$ cat src/rtl/aes_128_key_sched_seq.sv
// Iterative AES-128 key expansion: one round key per clock into an 11-entry register file.
// Key-to-ready latency is 10 cycles; registered read port has 1-cycle latency and never stalls.
module aes_128_key_sched_seq (
  input  logic         clk_i,
  input  logic         rst_ni,
  input  logic [127:0] key_i,
  input  logic         key_valid_i,
  output logic         key_ready_o,
  output logic         keys_valid_o,
  input  logic         rk_rd_en_i,
  input  logic [3:0]   rk_idx_i,
  output logic [127:0] rk_data_o,
  output logic         rk_rd_valid_o,
  output logic         rk_rd_err_o
);

  typedef enum logic [1:0] {IDLE, EXPAND, READY} state_t;

  // Forward S-box, entry 0 in the most significant byte.
  localparam logic [2047:0] SBOX = {
    128'h637c777bf26b6fc53001672bfed7ab76, 128'hca82c97dfa5947f0add4a2af9ca472c0,
    128'hb7fd9326363ff7cc34a5e5f171d83115, 128'h04c723c31896059a071280e2eb27b275,
    128'h09832c1a1b6e5aa0523bd6b329e32f84, 128'h53d100ed20fcb15b6acbbe394a4c58cf,
    128'hd0efaafb434d338545f9027f503c9fa8, 128'h51a3408f929d38f5bcb6da2110fff3d2,
    128'hcd0c13ec5f974417c4a77e3d645d1973, 128'h60814fdc222a908846eeb814de5e0bdb,
    128'he0323a0a4906245cc2d3ac629195e479, 128'he7c8376d8dd54ea96c56f4ea657aae08,
    128'hba78252e1ca6b4c6e8dd741f4bbd8b8a, 128'h703eb5664803f60e613557b986c11d9e,
    128'he1f8981169d98e949b1e87e9ce5528df, 128'h8ca1890dbfe6426841992d0fb054bb16
  };

  function automatic logic [7:0] sbox(input logic [7:0] b);
    logic [10:0] top;
    top = {~b, 3'b111};
    return SBOX[top -: 8];
  endfunction

  function automatic logic [31:0] g_function(input logic [31:0] w, input logic [7:0] rcon);
    logic [31:0] rot;
    rot = {w[23:0], w[31:24]};
    return {sbox(rot[31:24]) ^ rcon, sbox(rot[23:16]), sbox(rot[15:8]), sbox(rot[7:0])};
  endfunction

  function automatic logic [7:0] xtime(input logic [7:0] r);
    return {r[6:0], 1'b0} ^ (r[7] ? 8'h1b : 8'h00);
  endfunction

  state_t        state_q, state_d;
  logic [127:0]  rk_q [11];
  logic [127:0]  w_q, w_d, w_next;
  logic [3:0]    rnd_q, rnd_d;
  logic [7:0]    rcon_q, rcon_d;
  logic          rk_we;
  logic [3:0]    rk_waddr;
  logic [127:0]  rk_wdata;
  logic [127:0]  rk_data_q, rk_data_d;
  logic          rk_rd_valid_q, rk_rd_err_q;
  logic          rd_ok;
  logic [31:0]   w4, w5, w6, w7;

  assign key_ready_o   = (state_q != EXPAND);
  assign keys_valid_o  = (state_q == READY);
  assign rk_data_o     = rk_data_q;
  assign rk_rd_valid_o = rk_rd_valid_q;
  assign rk_rd_err_o   = rk_rd_err_q;

  assign w4     = w_q[127:96] ^ g_function(w_q[31:0], rcon_q);
  assign w5     = w_q[95:64] ^ w4;
  assign w6     = w_q[63:32] ^ w5;
  assign w7     = w_q[31:0] ^ w6;
  assign w_next = {w4, w5, w6, w7};

  always_comb begin
    state_d  = state_q;
    w_d      = w_q;
    rnd_d    = rnd_q;
    rcon_d   = rcon_q;
    rk_we    = 1'b0;
    rk_waddr = 4'd0;
    rk_wdata = '0;
    case (state_q)
      IDLE, READY: begin
        if (key_valid_i) begin
          state_d  = EXPAND;
          w_d      = key_i;
          rnd_d    = 4'd1;
          rcon_d   = 8'h01;
          rk_we    = 1'b1;
          rk_wdata = key_i;
        end
      end
      EXPAND: begin
        w_d      = w_next;
        rk_we    = 1'b1;
        rk_waddr = rnd_q;
        rk_wdata = w_next;
        rnd_d    = rnd_q + 4'd1;
        rcon_d   = xtime(rcon_q);
        if (rnd_q == 4'd10) state_d = READY;
      end
      default: state_d = IDLE;
    endcase
  end

  // Reads see the register file as it was before this edge, even when it is being rewritten.
  assign rd_ok     = rk_rd_en_i && keys_valid_o && (rk_idx_i <= 4'd10);
  assign rk_data_d = rd_ok ? rk_q[rk_idx_i] : rk_data_q;

  always_ff @(posedge clk_i) begin
    if (!rst_ni) state_q <= IDLE;
    else         state_q <= state_d;
  end

  always_ff @(posedge clk_i) begin
    if (!rst_ni) begin
      for (int i = 0; i < 11; i++) rk_q[i] <= '0;
      w_q           <= '0;
      rnd_q         <= '0;
      rcon_q        <= '0;
      rk_data_q     <= '0;
      rk_rd_valid_q <= 1'b0;
      rk_rd_err_q   <= 1'b0;
    end else begin
      if (rk_we) rk_q[rk_waddr] <= rk_wdata;
      w_q           <= w_d;
      rnd_q         <= rnd_d;
      rcon_q        <= rcon_d;
      rk_data_q     <= rk_data_d;
      rk_rd_valid_q <= rd_ok;
      rk_rd_err_q   <= rk_rd_en_i && !rd_ok;
    end
  end

endmodule

$ cat config.mk
export PLATFORM = sky130hd
export DESIGN_NAME = aes_128_key_sched_seq
export DESIGN_NICKNAME = d
export VERILOG_FILES = /design/src/rtl/aes_128_key_sched_seq.sv
export SDC_FILE = /design/constraint.sdc
export NUM_CORES = 2
export LEC_CHECK = 0
export CORE_MARGIN = 5
export CORE_UTILIZATION = 35
export CTS_CLUSTER_DIAMETER = 150
export DETAILED_ROUTE_END_ITERATION = 8
export MAX_ROUTING_LAYER = met4
export PLACE_DENSITY = 0.52
export SLEW_MARGIN = 25
export SYNTH_ARGS = -nofsm -noshare
export SYNTH_HDL_FRONTEND = slang
export SYNTH_SLANG_ARGS = --single-unit
$ cat constraint.sdc
create_clock -name clk_i -period 18.91 [get_ports clk_i]
set_input_delay 3.782 -clock clk_i [delete_from_list [all_inputs] [get_ports clk_i]]
set_output_delay 3.782 -clock clk_i [all_outputs]
set_load 0.01 [all_outputs]
---- Word level (Yosys, flattened, before mapping) ----
Memories as Yosys holds them, arrays and structs flattened. A register that Yosys moved wholly into a read port is not among the register bits.
Index checks and enable logic that the tools add are counted.
operators by class
  $add $sub $neg .......................... 1
  order comparisons ....................... 1
  eq/ne operators ......................... 6
  shift-type cells ........................ 4
  multiplexer cells ....................... 22
  bitwise logic cells ..................... 10
  reduce and logical (&&, ||, !) cells .... 11
operator list
  operator                    number
  $shiftx 2055x12->8 const A  4
  $pmux 128 s2                2
  $mux 128                    3
  $reduce_or 128->1           1
  $xor 32x32->32              4
  $not 8->8                   4
  $pmux 8 s2                  1
  $mux 4                      3
  $mux 8                      1
  $pmux 4 s2                  1
  $xor 8x5->8                 1
  $xor 8x8->8                 1
  $mux 1                      6
  $mux 5                      1
  $add 4x1->4 const B         1
  $eq 4x4->1 const B          1
  $le 4x4->1 const B          1
  $mux 2                      2
  $ne 2x2->1 const B          2
  $pmux 2 s2                  1
  $reduce_and 2->1            2
  $logic_and 1x1->1           3
  $eq 2x1->1 const B          1
  $eq 2x2->1 const B          1
  other kinds (6)             7
storage, ports and cells
  bits in registers ....................... 144
  memory bits (writable) .................. 1408
  logic and storage cells ................. 62
  memories ................................ 1
memory list
  name  words  bits a word  read ports  clocked after memory_dff  wr ports  line  RTL
  rk_q  11     128          1           1                         11        48    logic [127:0] rk_q [11];

---- Logic depth before layout (Yosys ltp) ----
  word-level depth ........................ 9
  mapped depth ............................ 16
  depth with buffers taken out ............ 11

---- Least setup slack after synthesis ----
OpenSTA, ideal clock, no wires.
  kind .................................... input -> register
  from .................................... input rst_ni
  to ...................................... memory rk_q[11][0] (enable)
  data arrival time ....................... 13.589 ns
  data required time ...................... 18.138 ns
  slack ................................... 4.550 ns
  stages .................................. 7
  buffers on the path ..................... 5
  cell sequence ........................... clkbuf_1 -> nand2_1 -> clkbuf_1 -> clkbuf_1 -> clkbuf_1 -> clkbuf_1 -> nor3_1
RTL lines
  item                line  RTL
  start: declaration  5     input logic rst_ni,
  end: declaration    48

==> impl_metrics.ini <==
[outcome]
status = completed

[sta]
hold_viol = 0
rsz0062_at_grt = false
fin_skew_ns = 0.0936
tns_ns = 0
finalSetupViolations = 0
slew_violations = 0
fin_crit_ns = 8.24
clock.fmax_mhz = 121
tightest_slew_ns = 1.14
setup_slack_ns = 10.67
relSlewSlack_pct = 23.7
finalCritPeriodShare_pct = 43.6

[placement]
place_congestion = 0.933
place.port_buffers = 267
dp_hpwl_um = 257000
dp_worst_setup_slack_ns = 9.90

[setup_path]
crit_required_ns = 19.53
cp_top_family = buffers and inverters
r2r_end = rk_q[13][64]$_DFFE_PP_
path_buf_inv = 5
path_cells = clkdlybuf4s50_1, inv_1, nor2_4, buf_4, o21ai_4, nor2_1, or2_4, buf_4, buf_4, nor2_1
cp_max_fo = 48
crit_top_cell = buf_4
r2r_start = w_q[24]$_SDFFE_PN0P_
endpoint_kind = register
worst_setup_path_start_kind = primary input
worstPathArrival_ns = 8.86
critPathKind = in -> reg
critPathSlowestCell = buf_4
r2r.worst_path.cells = 13
slowest_delay_ns = 0.94
r2r_slack_ns = 12.21

[cells_and_area]
nets = 8664
drive_gt1_share_pct = 17.1
final_common_cell = edfxtp_1
area_growth_pct = 13.1
most-common-layout-cells = edfxtp_1, nor2_1, nand2_1

[clock_tree]
cts_sinks = 2320
cts_root_buf = clkbuf_16
cts_max_level = 4
cts.path.max_buffers = 4
postCtsSetupRepairBufs = 0
clkLatencyLatePin_ns = 0.95
cts_resized = 0
ctsHoldBuffers = 0
cts.clk_slew.worst_paths_ns = 0.06
cts_tree = done
numCtsBuffers = 242

[pwr]
leakage_nw = 42.3
max-vdd-ir-drop_mv = 0.105
power_density_nw_per_um2 = 157

[synth]
synth-edff-count = 1920
async_reset_ff_share_pct = 0
synth.ff_latch_count = 2320
seq_area_frac_synth_pct = 59.3
syn_inst = 8567
synth_nets = 8765
synthFlopType = edfxtp_1
yosys.cell_types.count = 114
synth_area_per_cell_um2 = 12.9
synthesis.area_um2 = 111000
ys.warnings.count = 0

[worst_hold_path]
min_path_cells = 2
hold_path_end = rk_q[10][88]$_SDFFE_PN0P_
hold_path_class = reg -> reg
min-delay-start = rk_q[10][88]$_SDFFE_PN0P_

[routing]
wl_per_cell_um = 33.6
drtAntennaViolNets = 0
drc = 0
via_per_inst = 6.06
drt-initial-drc-count = 10510
finalWirelength_um = 432000
via_count = 77784
dr.pass1.iters = 7

[global_route]
grt_max_degree = 140
track_usage_pct = 26.3
gr-total-overflow = 0
antenna_found_initial = 10
grt_pass1_wl_um = 598000
grt_pass1_vias = 74758

[floorplan]
initial_core_util_pct = 35.1
dieArea_um2 = 327000
die_w_um = 572
pin_count = 268
num_rows = 206
die_h_um = 572
coreArea_um2 = 315000

[run]
cap_violations = 0
## cells by family after synthesis
logic type / count (synthesis) / synth area share, %
and+or+nand+nor: 2898 / 11.3
DFF: 2320 / 59.3
AOI/OAI and AO/OA: 1363 / 8.48
buffers and inverters: 1001 / 3.77
muxes: 735 / 14.4
xor gates and xnor gates: 187 / 2.03
adders and majority gates: 63 / 0.710
## stage by stage
step,total power [W],area (um2),hold WS (ns),util (%),cells
after floorplan,0.0110,111000,0.423,-,8567
after global placement,0.0147,117000,0.436,37.2,12367
after detailed placement,0.0148,117000,0.442,37.2,12375
after CTS,0.0195,125000,0.451,39.7,12824
after global routing,0.0202,125000,0.466,39.7,12833
final,0.0197,125000,0.451,39.7,12837
## synth_stat cells (22+ instances only)
| cell | instances | area (um2) |
|---|---|---|
| edfxtp_1 | 1920 | 57700 |
| nor2_1 | 1420 | 5330 |
| nand2_1 | 807 | 3030 |
| mux4_2 | 684 | 15400 |
| clkbuf_1 | 522 | 1960 |
| a21oi_1 | 403 | 2020 |
| dfxtp_1 | 400 | 8010 |
| buf_2 | 198 | 991 |
| o21ai_0 | 172 | 861 |
| nand3_1 | 115 | 576 |
| nand2b_1 | 108 | 676 |
| xnor2_1 | 100 | 876 |
| nor2b_1 | 92 | 576 |
| inv_1 | 89 | 334 |
| nor3_1 | 88 | 440 |
| buf_1 | 85 | 319 |
| a22oi_1 | 74 | 556 |
| o211ai_1 | 70 | 526 |
| a31oi_1 | 67 | 419 |
| inv_2 | 64 | 240 |
| ha_1 | 62 | 776 |
| a211oi_1 | 60 | 450 |
| a311oi_1 | 49 | 429 |
| xor2_1 | 40 | 350 |
| o31ai_1 | 37 | 278 |
| mux2i_1 | 36 | 360 |
| o311ai_0 | 36 | 315 |
| or3_1 | 35 | 219 |
| xnor3_1 | 33 | 743 |
| and2_1 | 32 | 200 |
| and3_1 | 30 | 188 |
| nor3b_1 | 28 | 210 |
| a221oi_1 | 26 | 228 |
| buf_4 | 23 | 173 |
| o2111ai_1 | 22 | 193 |
## power by group
| group | internal [W] | switching (W) | leakage, nW |
|---|---|---|---|
| logic | 0.00249 | 0.00600 | 16.1 |
| registers | 0.00601 | 0.000386 | 22.4 |
| clock network | 0.00275 | 0.00203 | 3.85 |
## tightest hold or removal path: stages (launching register included)
cell and delay (ns):
dfxtp_1 0.30, nand2_1 0.05, a21oi_1 0.05
## state kept, by name (all words and copies together) (netlist names)
| name | count |
|---|---|
| rk_q | 2048 |
| rk_data_o | 128 |
| w_q | 128 |
| rcon_q | 8 |
| rnd_q | 4 |
| state_q | 2 |
| rk_rd_err_o | 1 |
| rk_rd_valid_o | 1 |
## metal layers
metal | GRT usage, % | up-vias | share of wire, %
li1 | - | 31875 | -
met1 | 34.8 | 40772 | 40
met2 | 41.1 | 4369 | 47
met3 | 4.18 | 768 | 8.9
met4 | 9.96 | 0 | 4.5
met5 | - | - | 0
## cell type report
| type | instances | area [um2] |
|---|---|---|
| Fill cell | 29603 | 190000 |
| Sequential cell | 2320 | 65700 |
| Multi-Input combinational cell | 5246 | 41200 |
| Clock buffer | 351 | 6780 |
| Tap cell | 4160 | 5200 |
| Timing Repair Buffer | 493 | 4550 |
| Clock inverter | 98 | 1100 |
| Inverter | 163 | 619 |
| Antenna cell | 6 | 15.0 |
## worst max path at each step
stage | startpoint | to | cells after the start
floorplan | rst_ni | rk_q[11][0]$_DFFE_PP_ | 7
global placement | key_valid_i | rk_q[8][87]$_SDFFCE_PN0P_ | 10
detailed placement | key_valid_i | rk_q[8][50]$_SDFFCE_PN0P_ | 10
CTS | key_valid_i | rk_q[8][50]$_SDFFCE_PN0P_ | 10
global route | key_valid_i | rk_q[8][82]$_SDFFCE_PN0P_ | 10
finish | key_valid_i | rk_q[8][50]$_SDFFCE_PN0P_ | 10
Note: power is estimated with default switching activity, not from simulation.
